--- src/rtl/uart_tx.sv ---
// uart_tx: serial transmitter, 8N1-style framing (start, WIDTH data bits LSB first, stop).
// Takes words from a producer through a rdy/done handshake. The handshake rule:
// a word is taken on the edge where the FSM is IDLE, rdy=1 and done=0. done then
// stays high until rdy=0 is sampled, and it clears on that edge whatever the frame is doing.
// Optional macro UART_TX_PARITY_EN adds an even-parity bit between the last data bit and the stop bit.
module uart_tx #(
    parameter int WIDTH       = 8,
    parameter int CLK_PER_BIT = 868
) (
    input  logic             clk,
    input  logic             rst,
    input  logic             rdy,
    input  logic [WIDTH-1:0] data,
    output logic             done,
    output logic             tx,
    output logic             busy
);

    localparam int CNT_W = $clog2(CLK_PER_BIT);
    localparam int IDX_W = (WIDTH > 1) ? $clog2(WIDTH) : 1;
    localparam logic [CNT_W-1:0] CNT_LAST = CNT_W'(CLK_PER_BIT - 1);
    localparam logic [IDX_W-1:0] IDX_LAST = IDX_W'(WIDTH - 1);

`ifdef UART_TX_PARITY_EN
    typedef enum logic [2:0] {S_IDLE, S_START, S_DATA, S_PARITY, S_STOP} state_e;
`else
    typedef enum logic [1:0] {S_IDLE, S_START, S_DATA, S_STOP} state_e;
`endif

    state_e           state_q, state_d;
    logic [CNT_W-1:0] baud_q, baud_d;
    logic [IDX_W-1:0] idx_q, idx_d;
    logic [WIDTH-1:0] shift_q, shift_d;
    logic             tx_q, tx_d;
    logic             done_q, done_d;
`ifdef UART_TX_PARITY_EN
    logic             parity_q, parity_d;
`endif

    logic             bit_end;
    logic [WIDTH-1:0] shift_nxt;

    assign bit_end   = (baud_q == CNT_LAST);
    assign shift_nxt = shift_q >> 1;

    // Next-state logic: tx is registered and only reloaded at bit boundaries.
    always_comb begin
        state_d = state_q;
        baud_d  = baud_q;
        idx_d   = idx_q;
        shift_d = shift_q;
        tx_d    = tx_q;
        done_d  = done_q;
`ifdef UART_TX_PARITY_EN
        parity_d = parity_q;
`endif

        // done drops once the producer withdraws rdy, independent of the frame.
        if (done_q && !rdy) begin
            done_d = 1'b0;
        end

        case (state_q)
            S_IDLE: begin
                baud_d = '0;
                idx_d  = '0;
                tx_d   = 1'b1;
                if (rdy && !done_q) begin
                    shift_d = data;
                    done_d  = 1'b1;
                    tx_d    = 1'b0;
                    state_d = S_START;
`ifdef UART_TX_PARITY_EN
                    parity_d = ^data;
`endif
                end
            end
            S_START: begin
                if (bit_end) begin
                    baud_d  = '0;
                    idx_d   = '0;
                    tx_d    = shift_q[0];
                    state_d = S_DATA;
                end else begin
                    baud_d = baud_q + CNT_W'(1);
                end
            end
            S_DATA: begin
                if (bit_end) begin
                    baud_d = '0;
                    if (idx_q == IDX_LAST) begin
`ifdef UART_TX_PARITY_EN
                        tx_d    = parity_q;
                        state_d = S_PARITY;
`else
                        tx_d    = 1'b1;
                        state_d = S_STOP;
`endif
                    end else begin
                        idx_d   = idx_q + IDX_W'(1);
                        shift_d = shift_nxt;
                        tx_d    = shift_nxt[0];
                    end
                end else begin
                    baud_d = baud_q + CNT_W'(1);
                end
            end
`ifdef UART_TX_PARITY_EN
            S_PARITY: begin
                if (bit_end) begin
                    baud_d  = '0;
                    tx_d    = 1'b1;
                    state_d = S_STOP;
                end else begin
                    baud_d = baud_q + CNT_W'(1);
                end
            end
`endif
            S_STOP: begin
                if (bit_end) begin
                    baud_d  = '0;
                    tx_d    = 1'b1;
                    state_d = S_IDLE;
                end else begin
                    baud_d = baud_q + CNT_W'(1);
                end
            end
            default: begin
                baud_d  = '0;
                tx_d    = 1'b1;
                state_d = S_IDLE;
            end
        endcase
    end

    // State registers; reset abandons any frame and drops the pending acknowledge.
    always_ff @(posedge clk) begin
        if (rst) begin
            state_q <= S_IDLE;
            baud_q  <= '0;
            idx_q   <= '0;
            shift_q <= '0;
            tx_q    <= 1'b1;
            done_q  <= 1'b0;
`ifdef UART_TX_PARITY_EN
            parity_q <= 1'b0;
`endif
        end else begin
            state_q <= state_d;
            baud_q  <= baud_d;
            idx_q   <= idx_d;
            shift_q <= shift_d;
            tx_q    <= tx_d;
            done_q  <= done_d;
`ifdef UART_TX_PARITY_EN
            parity_q <= parity_d;
`endif
        end
    end

    assign tx   = tx_q;
    assign done = done_q;
    assign busy = (state_q != S_IDLE);

endmodule

--- config.mk ---
export PLATFORM = sky130hd
export DESIGN_NAME = uart_tx
export DESIGN_NICKNAME = d
export VERILOG_FILES = /design/src/rtl/uart_tx.sv
export SDC_FILE = /design/constraint.sdc
export NUM_CORES = 1
export LEC_CHECK = 0
export ABC_AREA = 1
export CAP_MARGIN = 20
export CELL_PAD_IN_SITES_DETAIL_PLACEMENT = 0
export CELL_PAD_IN_SITES_GLOBAL_PLACEMENT = 1
export CORE_MARGIN = 2
export CORE_UTILIZATION = 30
export CTS_CLUSTER_SIZE = 30
export DETAILED_ROUTE_END_ITERATION = 8
export PLACE_DENSITY = 0.65
export SLEW_MARGIN = 0
export SYNTH_ARGS = -nofsm -noshare
export SYNTH_HDL_FRONTEND = slang
export SYNTH_SLANG_ARGS = --single-unit
--- constraint.sdc ---
create_clock -name clk -period 3.85 [get_ports clk]
set_input_delay 0.9625 -clock clk [delete_from_list [all_inputs] [get_ports clk]]
set_output_delay 0.9625 -clock clk [all_outputs]
set_load 0.02 [all_outputs]
==> metrics.yaml, run 1 <==
status:
  status: "finished, final reports clean"
timing:
  finalHoldViolations: 0
  hold_slack_ns: 0.4898
  setup-violations-final: 0
  skew_ns: 0.005732
  period_share_pct: 68.15
  drv_slew: 0
  worst_pin_slew_ns: 0.7685
  slew_headroom_pct: 48.77
  setup-tns-final_ns: 0
  max_freq_ghz: 0.3811
  period_needed_ns: 2.624
  grt_setup_unrepaired: "no"
finish:
  nFillCells: 459
  fin_cells: 254
  drive_gt1_share_pct: 8.911
  synthToLayoutAreaGrowth_pct: 14.27
  n_antenna_cell: 0
  final_nets: 222
clock_tree:
  cts_root_buf: "clkbuf_8"
  clk_path_buf_depth: 2
  clkSinkCount: 25
  cts_resized: 0
  cts_hold_buffers: 0
  cts_tree: "built"
  post_cts_buffers: 0
  clkTransAtPathRegs_ns: 0.10
  cts_buffers: 3
  clk-insertion-delay-late_ns: 0.27
  h-tree-depth: 1
drt:
  drt_iter0_markers: 75
  vias: 1146
  drc_errors: 0
  drt-vias-per-instance: 4.512
  firstDrtPassIters: 4
  drtAntennaViolNets: 0
  wirelength_um: 2642
  wire_per_inst_um: 10.40
power:
  power_density_nw_per_um2: 609.6
  power_mw: 0.9648
  leakage_nw: 0.6682
  ir_drop_uv: 229.3
synthesis:
  synth_common_cells: "nand2_1 (41), dfxtp_1 (25), nor2_1 (25)"
  synth-main-ff-cell: "dfxtp_1"
  synth_enable_flop_cells: 0
  synthesis.instances: 190
  synth_warnings: 0
  syn-num-nets: 209
  synth_area_leader_cell: "dfxtp_1"
  yosys-top-cells-area: "dfxtp_1 (36%), nand2_1 (11%), ha_1 (7.2%), nor2_1 (6.8%), nand3_1 (5.8%)"
  async_flop_share_pct: 0
  synth.top_cell.area_share_pct: 36.13
  ys_types: 28
  synth_seq_cells: 25
  syn_area_per_cell_um2: 7.290
  yosysMostFrequentCell: "nand2_1"
  synth_area_um2: 1385
  ys_seq_area_share_pct: 36.13
global_routing:
  track_usage_pct: 11.32
  grt_max_degree: 17
  grt_pass1_wl_um: 4678
  grt_overflow: 0
  antenna_found_initial: 0
  first_global_vias: 1084
floorplanning:
  dieArea_um2: 5176
  start_util_pct: 31.38
  fp.dieW_um: 71.95
  dieHeight_um: 71.95
  core_um2: 4414
  fp-row-count: 24
  io_pins: 14
critical_path:
  cp.arrival_ns: 1.66
  regToRegStartpoint: "state_q[0]"
  r2r-end: "shift_q[6]"
  critPathMaxFanout: 4
  end_kind: "primary output"
  startpoint_type: "register"
  worstPathRequired_ns: 2.89
  crit_start: "state_q[0]"
  worstSetupPathType: "register to primary output"
  reg2reg_slack_ns: 1.85
  reg2reg_depth: 9
place:
  finalWeightedCongestion: 0.7320
  io_buffers: 13
  place_inst: 250
  hpwl_um: 1989
hold_path:
  min_from: "baud_q[9]"
  holdPathStages: 2
  whs_endpoint: "baud_q[9]"
  hold_class: "register to register"
flow_run:
  drv_cap: 0
==> final cells by class <==
class,instances,area [um^2],area share (%)
clock inverters,1,7.507,0.4743
repair buffers,13,130.1,8.221
clock buffers,3,41.29,2.609
flip-flops and latches,25,500.5,31.62
well taps,52,65.06,4.111
multi-input cells,138,755.7,47.75
inverters,22,82.58,5.217
==> power by group <==
part           leakage, nW  internal [mW]  switching, mW
Combinational        0.442          0.184          0.262
Sequential           0.205          0.319         0.0374
Clock               0.0217         0.0734         0.0887
==> metrics by stage <==
| step | util [%] | setup WS, ns | area (um^2) |
|---|---|---|---|
| global placement | 34.75 | 1.500 | 1534 |
| detailed placement | 34.75 | 1.418 | 1534 |
| global route | 35.86 | 1.126 | 1583 |
| floorplan | - | 2.065 | 1385 |
| CTS | 35.86 | 1.211 | 1583 |
| finish | 35.86 | 1.226 | 1583 |
==> registers in the layout, summed over array words and instances (netlist names) <==
signal	cells
state_q	2
shift_q	8
tx	1
idx_q	3
done	1
baud_q	10
==> kinds of logic after synthesis <==
group | share of synthesized area [%]
simple gates | 35.59
buf+inv | 9.303
flops | 36.13
compound gates | 7.408
fa+ha+maj | 7.227
mux | 4.336
==> how the worst max path moves through the flow <==
stage / end / slack (ns) / depth (start not counted)
2_1_floorplan: shift_q[4] / 2.06 / 8
3_3_place_gp: baud_q[8] / 1.50 / 4
3_5_place_dp: baud_q[8] / 1.42 / 4
4_1_cts: busy / 1.21 / 4
5_1_grt: busy / 1.13 / 4
6_report: busy / 1.23 / 4
==> per-layer routing <==
| layer | track usage (%) | routed length (um) | vias to the layer above |
|---|---|---|---|
| met5 | 0 | 0 | - |
| met4 | 2.725 | 15 | 0 |
| met3 | 2.778 | 113 | 2 |
| met2 | 19.65 | 1232 | 18 |
| met1 | 14.13 | 1280 | 498 |
| li1 | - | - | 628 |
==> critical path, stage by stage, from the launching register on <==
cell	delay [ns]
dfxtp_1	0.39
inv_1	0.10
ha_1	0.23
inv_1	0.07
clkdlybuf4s50_1	0.60
==> layout by cell type (no fill, tap or decap), types with 4 or more instances in the layout <==
master	netlist	layout
dfxtp_1	25	25
nand2_2	4	4
o21ai_0	4	4
inv_1	21	21
a21oi_1	15	15
nand2_1	41	41
nor2_1	25	25
nand3_1	16	16
mux2i_1	6	6
clkdlybuf4s50_1	0	13
ha_1	8	8
Power figures use the tool's default switching activity.
==> inputs of run 2 (changes only) <==
==> constraint.sdc (replaced) <==
create_clock -name clk -period 2.6 [get_ports clk]
set_input_delay 0.65 -clock clk [delete_from_list [all_inputs] [get_ports clk]]
set_output_delay 0.65 -clock clk [all_outputs]
set_load 0.02 [all_outputs]
==> run 2 against run 1 <==
Combinational power rose by 51%. Worst setup slack got worse by 0.92 ns. Sequential share of layout area fell by 0.25 points. Highest routed layer unchanged. Power rose by 49%. Largest power group unchanged. Core utilization rose by 0.28 points. Cell count rose by 0.79%. Clock power rose by 44%. Critical path depth did not move. Hold slack got worse by 0.015 ns.
==> metrics.yaml, run 2 (synthesis gave the netlist of run 1 again) <==
clock_tree:
  post_cts_buffers: 0
  cts_tree: "built"
  cts_resized: 0
  clk_path_buf_depth: 2
  clkTransAtPathRegs_ns: 0.09
  cts_root_buf: "clkbuf_8"
  h-tree-depth: 1
  cts_hold_buffers: 0
  cts_buffers: 3
  clk-insertion-delay-late_ns: 0.27
  clkSinkCount: 25
critical_path:
  cp_common_cell: "inv_1"
  slowest_stage: "clkdlybuf4s50_1"
  crit_start: "state_q[0]"
  startpoint_type: "register"
  cp.arrival_ns: 1.65
  end_kind: "primary output"
  crit_family: "buffers and inverters"
  worstPathRequired_ns: 1.95
  crit_path_cell_trace: "inv_1, ha_1, inv_1, clkdlybuf4s50_1"
  critPathMaxFanout: 4
  regToRegStartpoint: "state_q[0]"
  critPathMaxStageDelay_ns: 0.59
  path_buf_inv: 3
  worstSetupPathType: "register to primary output"
floorplanning:
  io_pins: 14
  start_util_pct: 31.38
  dieHeight_um: 71.95
  fp-row-count: 24
  core_um2: 4414
  fp.dieW_um: 71.95
  dieArea_um2: 5176
global_routing:
  grt_max_degree: 17
  grt_pass1_wl_um: 4650
  grt_overflow: 0
  antenna_found_initial: 0
  first_global_vias: 1098
  track_usage_pct: 11.07
drt:
  wire_per_inst_um: 10.43
  drc_errors: 0
  drtAntennaViolNets: 0
  wirelength_um: 2671
  drt_iter0_markers: 51
  drt-vias-per-instance: 4.523
  firstDrtPassIters: 4
  vias: 1158
power:
  ir_drop_uv: 342.2
  leakage_nw: 0.6820
  power_density_nw_per_um2: 898.4
place:
  finalWeightedCongestion: 0.7483
  io_buffers: 13
  placedInstanceArea_um2: 1549
  hpwl_um: 2033
timing:
  worst_pin_slew_ns: 0.4108
  setup-violations-final: 0
  skew_ns: 0.005330
  period_share_pct: 88.34
  finalHoldViolations: 0
  grt_setup_unrepaired: "no"
  drv_slew: 0
  max_freq_ghz: 0.4354
  slew_headroom_pct: 72.61
  period_needed_ns: 2.297
  setup-tns-final_ns: 0
finish:
  drive_gt1_share_pct: 9.804
  layout_common_cells: "nand2_1 (41), nor2_1 (25), dfxtp_1 (25), inv_1 (21), nand3_1 (16)"
  nFillCells: 472
  largest-register: "baud_q"
  final_util_pct: 36.14
  final_area_um2: 1595
  final_nets: 224
  reg_top3: "baud_q (10), shift_q (8), idx_q (3)"
  synthToLayoutAreaGrowth_pct: 15.18
  largest_reg_flops: 10
  layout_commonest_cell: "nand2_1"
  register_area_um2: 500.5
  n_antenna_cell: 0
  multiInputGateArea_um2: 755.7
hold_path:
  min_from: "baud_q[0]"
  hold_class: "register to register"
status:
  status: "finished, final reports clean"
flow_run:
  drv_cap: 0
-- run 2: changes by cell type in the layout (fill, tap and decap cells not counted), sizes merged --
cell / delta
buf: +2
clkinv: +1
clkinvlp: -1
-- run 2: metrics by stage --
step | power (mW) | instances | hold WS (ns) | worst slack [ns]
floorplan | 1.084 | 190 | 0.4295 | 1.081
global placement | 1.198 | 252 | 0.4486 | 0.6163
detailed placement | 1.214 | 252 | 0.4625 | 0.5998
CTS | 1.451 | 256 | 0.4851 | 0.2878
global route | 1.569 | 256 | 0.5078 | 0.2256
finish | 1.433 | 256 | 0.4745 | 0.3032
-- run 2: power by group --
group	switching, mW	leakage (nW)	total [mW]	internal (mW)
clock	0.126	0.0255	0.234	0.107
combinational	0.397	0.452	0.673	0.277
sequential	0.0538	0.205	0.526	0.472
total	0.577	0.682	1.43	0.856
-- run 2: metal layers --
| layer | global-route usage (%) | up-vias | share of wire [%] | routed length (um) |
|---|---|---|---|---|
| met1 | 14.89 | 515 | 52 | 1376 |
| met4 | 3.774 | 0 | 1.0 | 27 |
| met5 | 0 | - | 0 | 0 |
| met2 | 17.90 | 11 | 45 | 1207 |
| met3 | 2.083 | 2 | 2.2 | 59 |
| li1 | - | 630 | - | - |
-- run 2: cell type report --
| cell class | count | area share [%] |
|---|---|---|
| well taps | 52 | 4.078 |
| clock inverters | 1 | 0.3137 |
| flip-flops and latches | 25 | 31.37 |
| clock buffers | 3 | 2.588 |
| multi-input cells | 138 | 47.37 |
| inverters | 22 | 5.176 |
| repair buffers | 15 | 9.098 |
-- run 2: worst paths after layout --
path         cells past startpoint  slack (ns)         end
min reg2reg                      1        0.47   baud_q[0]
max reg2reg                      9        0.91  shift_q[3]
min                              1        0.47   baud_q[0]
max                              4        0.30        busy
==> inputs of run 3 (changes only) <==
--- a/config.mk
+++ b/config.mk
@@ -7,13 +7,12 @@
 export LEC_CHECK = 0
 export ABC_AREA = 1
 export CAP_MARGIN = 20
-export CELL_PAD_IN_SITES_DETAIL_PLACEMENT = 0
-export CELL_PAD_IN_SITES_GLOBAL_PLACEMENT = 1
 export CORE_MARGIN = 2
 export CORE_UTILIZATION = 30
 export CTS_CLUSTER_SIZE = 30
 export DETAILED_ROUTE_END_ITERATION = 8
-export PLACE_DENSITY = 0.65
+export GPL_TIMING_DRIVEN = 0
+export PLACE_DENSITY = 0.51
 export SLEW_MARGIN = 0
 export SYNTH_ARGS = -nofsm -noshare
 export SYNTH_HDL_FRONTEND = slang
==> constraint.sdc (replaced) <==
create_clock -name clk -period 2.7 [get_ports clk]
set_input_delay 0.675 -clock clk [delete_from_list [all_inputs] [get_ports clk]]
set_output_delay 0.675 -clock clk [all_outputs]
set_load 0.02 [all_outputs]
==> run 3 against run 2 <==
Design area rose by 2.0%. Via count barely moved. Sequential cell count did not move. Critical endpoint unchanged. Largest power group unchanged. Hold slack got worse by 0.0051 ns.
==> metrics.yaml, run 3 (synthesis gave the netlist of run 1 again) <==
status:
  status: "finished, final reports clean"
timing:
  max_freq_ghz: 0.4260
  fin_ws_ns: 0.3524
  drv_slew: 0
  setup-tns-final_ns: 0
  finalHoldViolations: 0
  period_share_pct: 86.95
  slew_headroom_pct: 76.19
  period_needed_ns: 2.348
  grt_setup_unrepaired: "no"
  skew_ns: 0.006834
  setup-violations-final: 0
  hold_slack_ns: 0.4695
  worst_pin_slew_ns: 0.3551
critical_path:
  worstPathRequired_ns: 2.03
  worstSetupPathType: "register to primary output"
  critPathMaxStageDelay_ns: 0.60
  regToRegStartpoint: "state_q[0]"
  r2r-end: "shift_q[4]"
  startpoint_type: "register"
  crit_path_cell_trace: "inv_1, ha_1, inv_1, clkdlybuf4s50_1"
  slowest_stage: "clkdlybuf4s50_1"
  cp.arrival_ns: 1.67
  reg2reg_depth: 10
  reg2reg_slack_ns: 0.94
  critPathMaxFanout: 4
  end_kind: "primary output"
  cp_common_cell: "inv_1"
drt:
  drt_iter0_markers: 41
  drtAntennaViolNets: 0
  vias: 1159
  drt-vias-per-instance: 4.475
  firstDrtPassIters: 4
  wirelength_um: 2713
  wire_per_inst_um: 10.47
  drc_errors: 0
finish:
  layout_common_cells: "nand2_1 (41), nor2_1 (25), dfxtp_1 (25), inv_1 (21), nand3_1 (16)"
  drive_gt1_share_pct: 11.11
  fin_cells: 259
  final_util_pct: 36.85
  largest-register: "baud_q"
  final_area_um2: 1627
  n_antenna_cell: 0
  final_nets: 227
  nFillCells: 489
  layout_commonest_cell: "nand2_1"
  largest_reg_flops: 10
  reg_top3: "baud_q (10), shift_q (8), idx_q (3)"
  synthToLayoutAreaGrowth_pct: 17.43
hold_path:
  min_from: "baud_q[0]"
  hold_class: "register to register"
  holdPathStages: 1
  whs_endpoint: "baud_q[0]"
clock_tree:
  h-tree-depth: 1
  clkSinkCount: 25
  clkTransAtPathRegs_ns: 0.09
  cts_tree: "built"
  cts_resized: 0
  clk-insertion-delay-late_ns: 0.27
  clk_path_buf_depth: 2
  cts_root_buf: "clkbuf_8"
  post_cts_buffers: 0
  cts_buffers: 3
  cts_hold_buffers: 0
place:
  finalWeightedCongestion: 0.7547
  place_inst: 255
  hpwl_um: 2019
  placedInstanceArea_um2: 1580
  pre_cts_ws_ns: 0.5619
  io_buffers: 13
global_routing:
  first_global_vias: 1112
  grt_pass1_wl_um: 4974
  antenna_found_initial: 0
  track_usage_pct: 11.93
  grt_max_degree: 15
  grt_overflow: 0
floorplanning:
  dieHeight_um: 71.95
  core_um2: 4414
  start_util_pct: 31.38
  fp-row-count: 24
  io_pins: 14
  dieArea_um2: 5176
  fp.dieW_um: 71.95
power:
  ir_drop_uv: 345.7
  power_mw: 1.416
  leakage_nw: 0.7001
  power_density_nw_per_um2: 870.5
flow_run:
  drv_cap: 0
-- run 3: worst max-delay path: cells and delay by family, from the launching register on --
family | cells | cell delay, ns
buffers and inverters | 3 | 0.78
flip-flops | 1 | 0.40
adder cells (fa/ha/maj) | 1 | 0.23
-- run 3: where the power goes --
group / internal [mW] / leakage, nW / switching [mW] / total [mW]
clock network: 0.103 / 0.0255 / 0.119 / 0.222
logic: 0.292 / 0.470 / 0.393 / 0.685
registers: 0.455 / 0.205 / 0.0535 / 0.509
-- run 3: how the worst max path moves through the flow --
stage / startpoint / to / slack, ns
6_report: state_q[0] / busy / 0.35
5_1_grt: state_q[0] / busy / 0.25
4_1_cts: state_q[0] / busy / 0.33
3_5_place_dp: rdy / shift_q[6] / 0.56
3_3_place_gp: rdy / shift_q[4] / 0.57
2_1_floorplan: state_q[0] / shift_q[4] / 1.18
-- run 3: metal layers --
| metal | wire [um] | global-route usage, % | share of wire [%] | vias up |
|---|---|---|---|---|
| li1 | - | - | - | 641 |
| met2 | 1153 | 18.00 | 42 | 8 |
| met4 | 29 | 5.031 | 1.1 | 0 |
| met1 | 1471 | 16.82 | 54 | 508 |
| met3 | 59 | 2.083 | 2.2 | 2 |
| met5 | 0 | 0 | 0 | - |
-- run 3: cell type report --
| class | count | area [um^2] | share of cell area (%) |
|---|---|---|---|
| repair buffers | 13 | 130.1 | 8.000 |
| well taps | 52 | 65.06 | 4.000 |
| flip-flops and latches | 25 | 500.5 | 30.77 |
| inverters | 22 | 82.58 | 5.077 |
| clock inverters | 1 | 5.005 | 0.3077 |
| plain buffers | 5 | 46.29 | 2.846 |
| clock buffers | 3 | 41.29 | 2.538 |
| multi-input cells | 138 | 755.7 | 46.46 |
==> patch: new RTL, config.mk and constraints of run 2 <==
Build with the macro `UART_TX_PARITY_EN` defined.
--- a/src/rtl/uart_tx.sv
+++ b/src/rtl/uart_tx.sv
@@ -3,6 +3,8 @@
 // a word is taken on the edge where the FSM is IDLE, rdy=1 and done=0. done then
 // stays high until rdy=0 is sampled, and it clears on that edge whatever the frame is doing.
 // Optional macro UART_TX_PARITY_EN adds an even-parity bit between the last data bit and the stop bit.
+`define UART_TX_PARITY_EN
+
 module uart_tx #(
     parameter int WIDTH       = 8,
     parameter int CLK_PER_BIT = 868
Formal check against the unedited RTL: no difference found for any inputs over 10 cycles, from zero or initial values and one cycle with rst high; that may be too few to reach the edited logic, so the function may still have changed.
==> patch against run 2 <==
Fmax down 0.34%; cell area up 14%; global-route usage up 1.6 points; power up 35%; synthesized area up 14%; sequential cell count up 2; largest cell class unchanged; routed wire length up 25%; first-iteration DRC count down 31%; setup slack worse by 0.0078 ns.
==> patch: results (changes against run 2) <==
run_status:
  outcome: "finished, final reports clean"
global_route:
  first_global_vias: 1311  # +19%
  use_met3_pct: 2.84  # +0.76 points
  use_met2_pct: 20.5  # +2.6 points
  grt_pass1_wl_mm: 6.06  # +30%
  grt_max_degree: 15  # -2
  grt_util_met1_pct: 16.9  # +2.0 points
finish:
  drive_gt1_share_pct: 10.6  # +0.77 points
  fill_cells: 593  # +26%
  nets: 261  # +17%
  postLayoutCellArea_sq_mm: 0.00182  # +14%
synthesis:
  synthesis.nets: 246  # +18%
  yosys-top-cells-count: "nand2_1, dfxtp_1, nor2_1"
  synth_area_leaders: "dfxtp_1, nand2_1, nand3_1"
  seq_area_frac_synth_pct: 34.2  # -2.0 points
  avgSynthCellArea_sq_um: 6.82  # -6.4%
worst_setup_path:
  max_stage_delay_ns: 0.61  # +0.02 ns
  crit_start: "state_q[1]$_SDFFE_PP0P_"
route:
  vias: 1390  # +20%
  wl_mm: 3.33  # +25%
  met2WireLength_mm: 1.52  # +26%
  viasPerCell: 4.40  # -2.8%
  drtPass1Iterations: 3  # -1
  dr_wl_met3_um: 62  # +5.1%
  m1WireLength_mm: 1.71  # +24%
sta:
  worstMarginPinSlew_ns: 0.471  # +0.0606 ns
  clock_skew_ns: 0.00969  # +0.00436 ns
placed_design:
  hpwl_mm: 2.46  # +21%
  finalWeightedCongestion: 0.731  # -2.3%
  dp.cells: 312  # +24%
power_and_ir_drop:
  leakage_uw: 0.000750  # +10%
## patch: cell types whose count changed after synthesis, moves of 2 or more
cell	change
dfxtp_1	+2
nand2_1	+33
nand2_4	+3
nand3_1	+3
nor2_4	+2
nor3b_1	-3
nand3b_1	+2
or2_2	-2
a21oi_1	+2
xor2_1	+8
mux2i_1	-6
inv_2	+2
ha_1	-5
xnor2_1	+4
## patch: power by group
group | switching, uW | total (uW) | internal, uW | leakage (uW)
Clock | 136 | 246 | 110 | 0.0000228
Sequential | 94.8 | 619 | 524 | 0.000220
Combinational | 673 | 1070 | 396 | 0.000507
## patch: kinds of logic (layout without fill, tap and decap cells)
logic type	after synthesis	count (layout)	synth area share (%)
simple gates	140	140	40.9
buf+inv	28	42	7.98
xor+xnor	12	12	6.64
fa+ha+maj	3	3	2.37
compound gates	22	22	7.91
flops	27	27	34.2
## patch: worst paths after layout
check	end	slack (ns)	cells past startpoint
setup / recovery	busy	0.30	3
hold / removal	baud_q[0]$_SDFF_PP0_	0.46	1
setup reg to reg	shift_q[1]$_SDFFE_PP0P_	1.05	7
hold reg to reg	baud_q[0]$_SDFF_PP0_	0.46	1
## patch: final cells by class
type / count / area share (%)
tap: 70 / 4.81
timing repair buffer: 14 / 7.57
clock buffer: 4 / 2.48
inverter: 24 / 5.09
multi-input combinational: 177 / 50.3
sequential: 27 / 29.7
## patch: per-stage QoR
step           hold slack [ns]  power (uW)
6_report                 0.456        1930
5_1_grt                  0.495        2130
2_1_floorplan            0.418        1480
3_5_place_dp             0.444        1700
4_1_cts                  0.461        1960
3_3_place_gp             0.432        1720
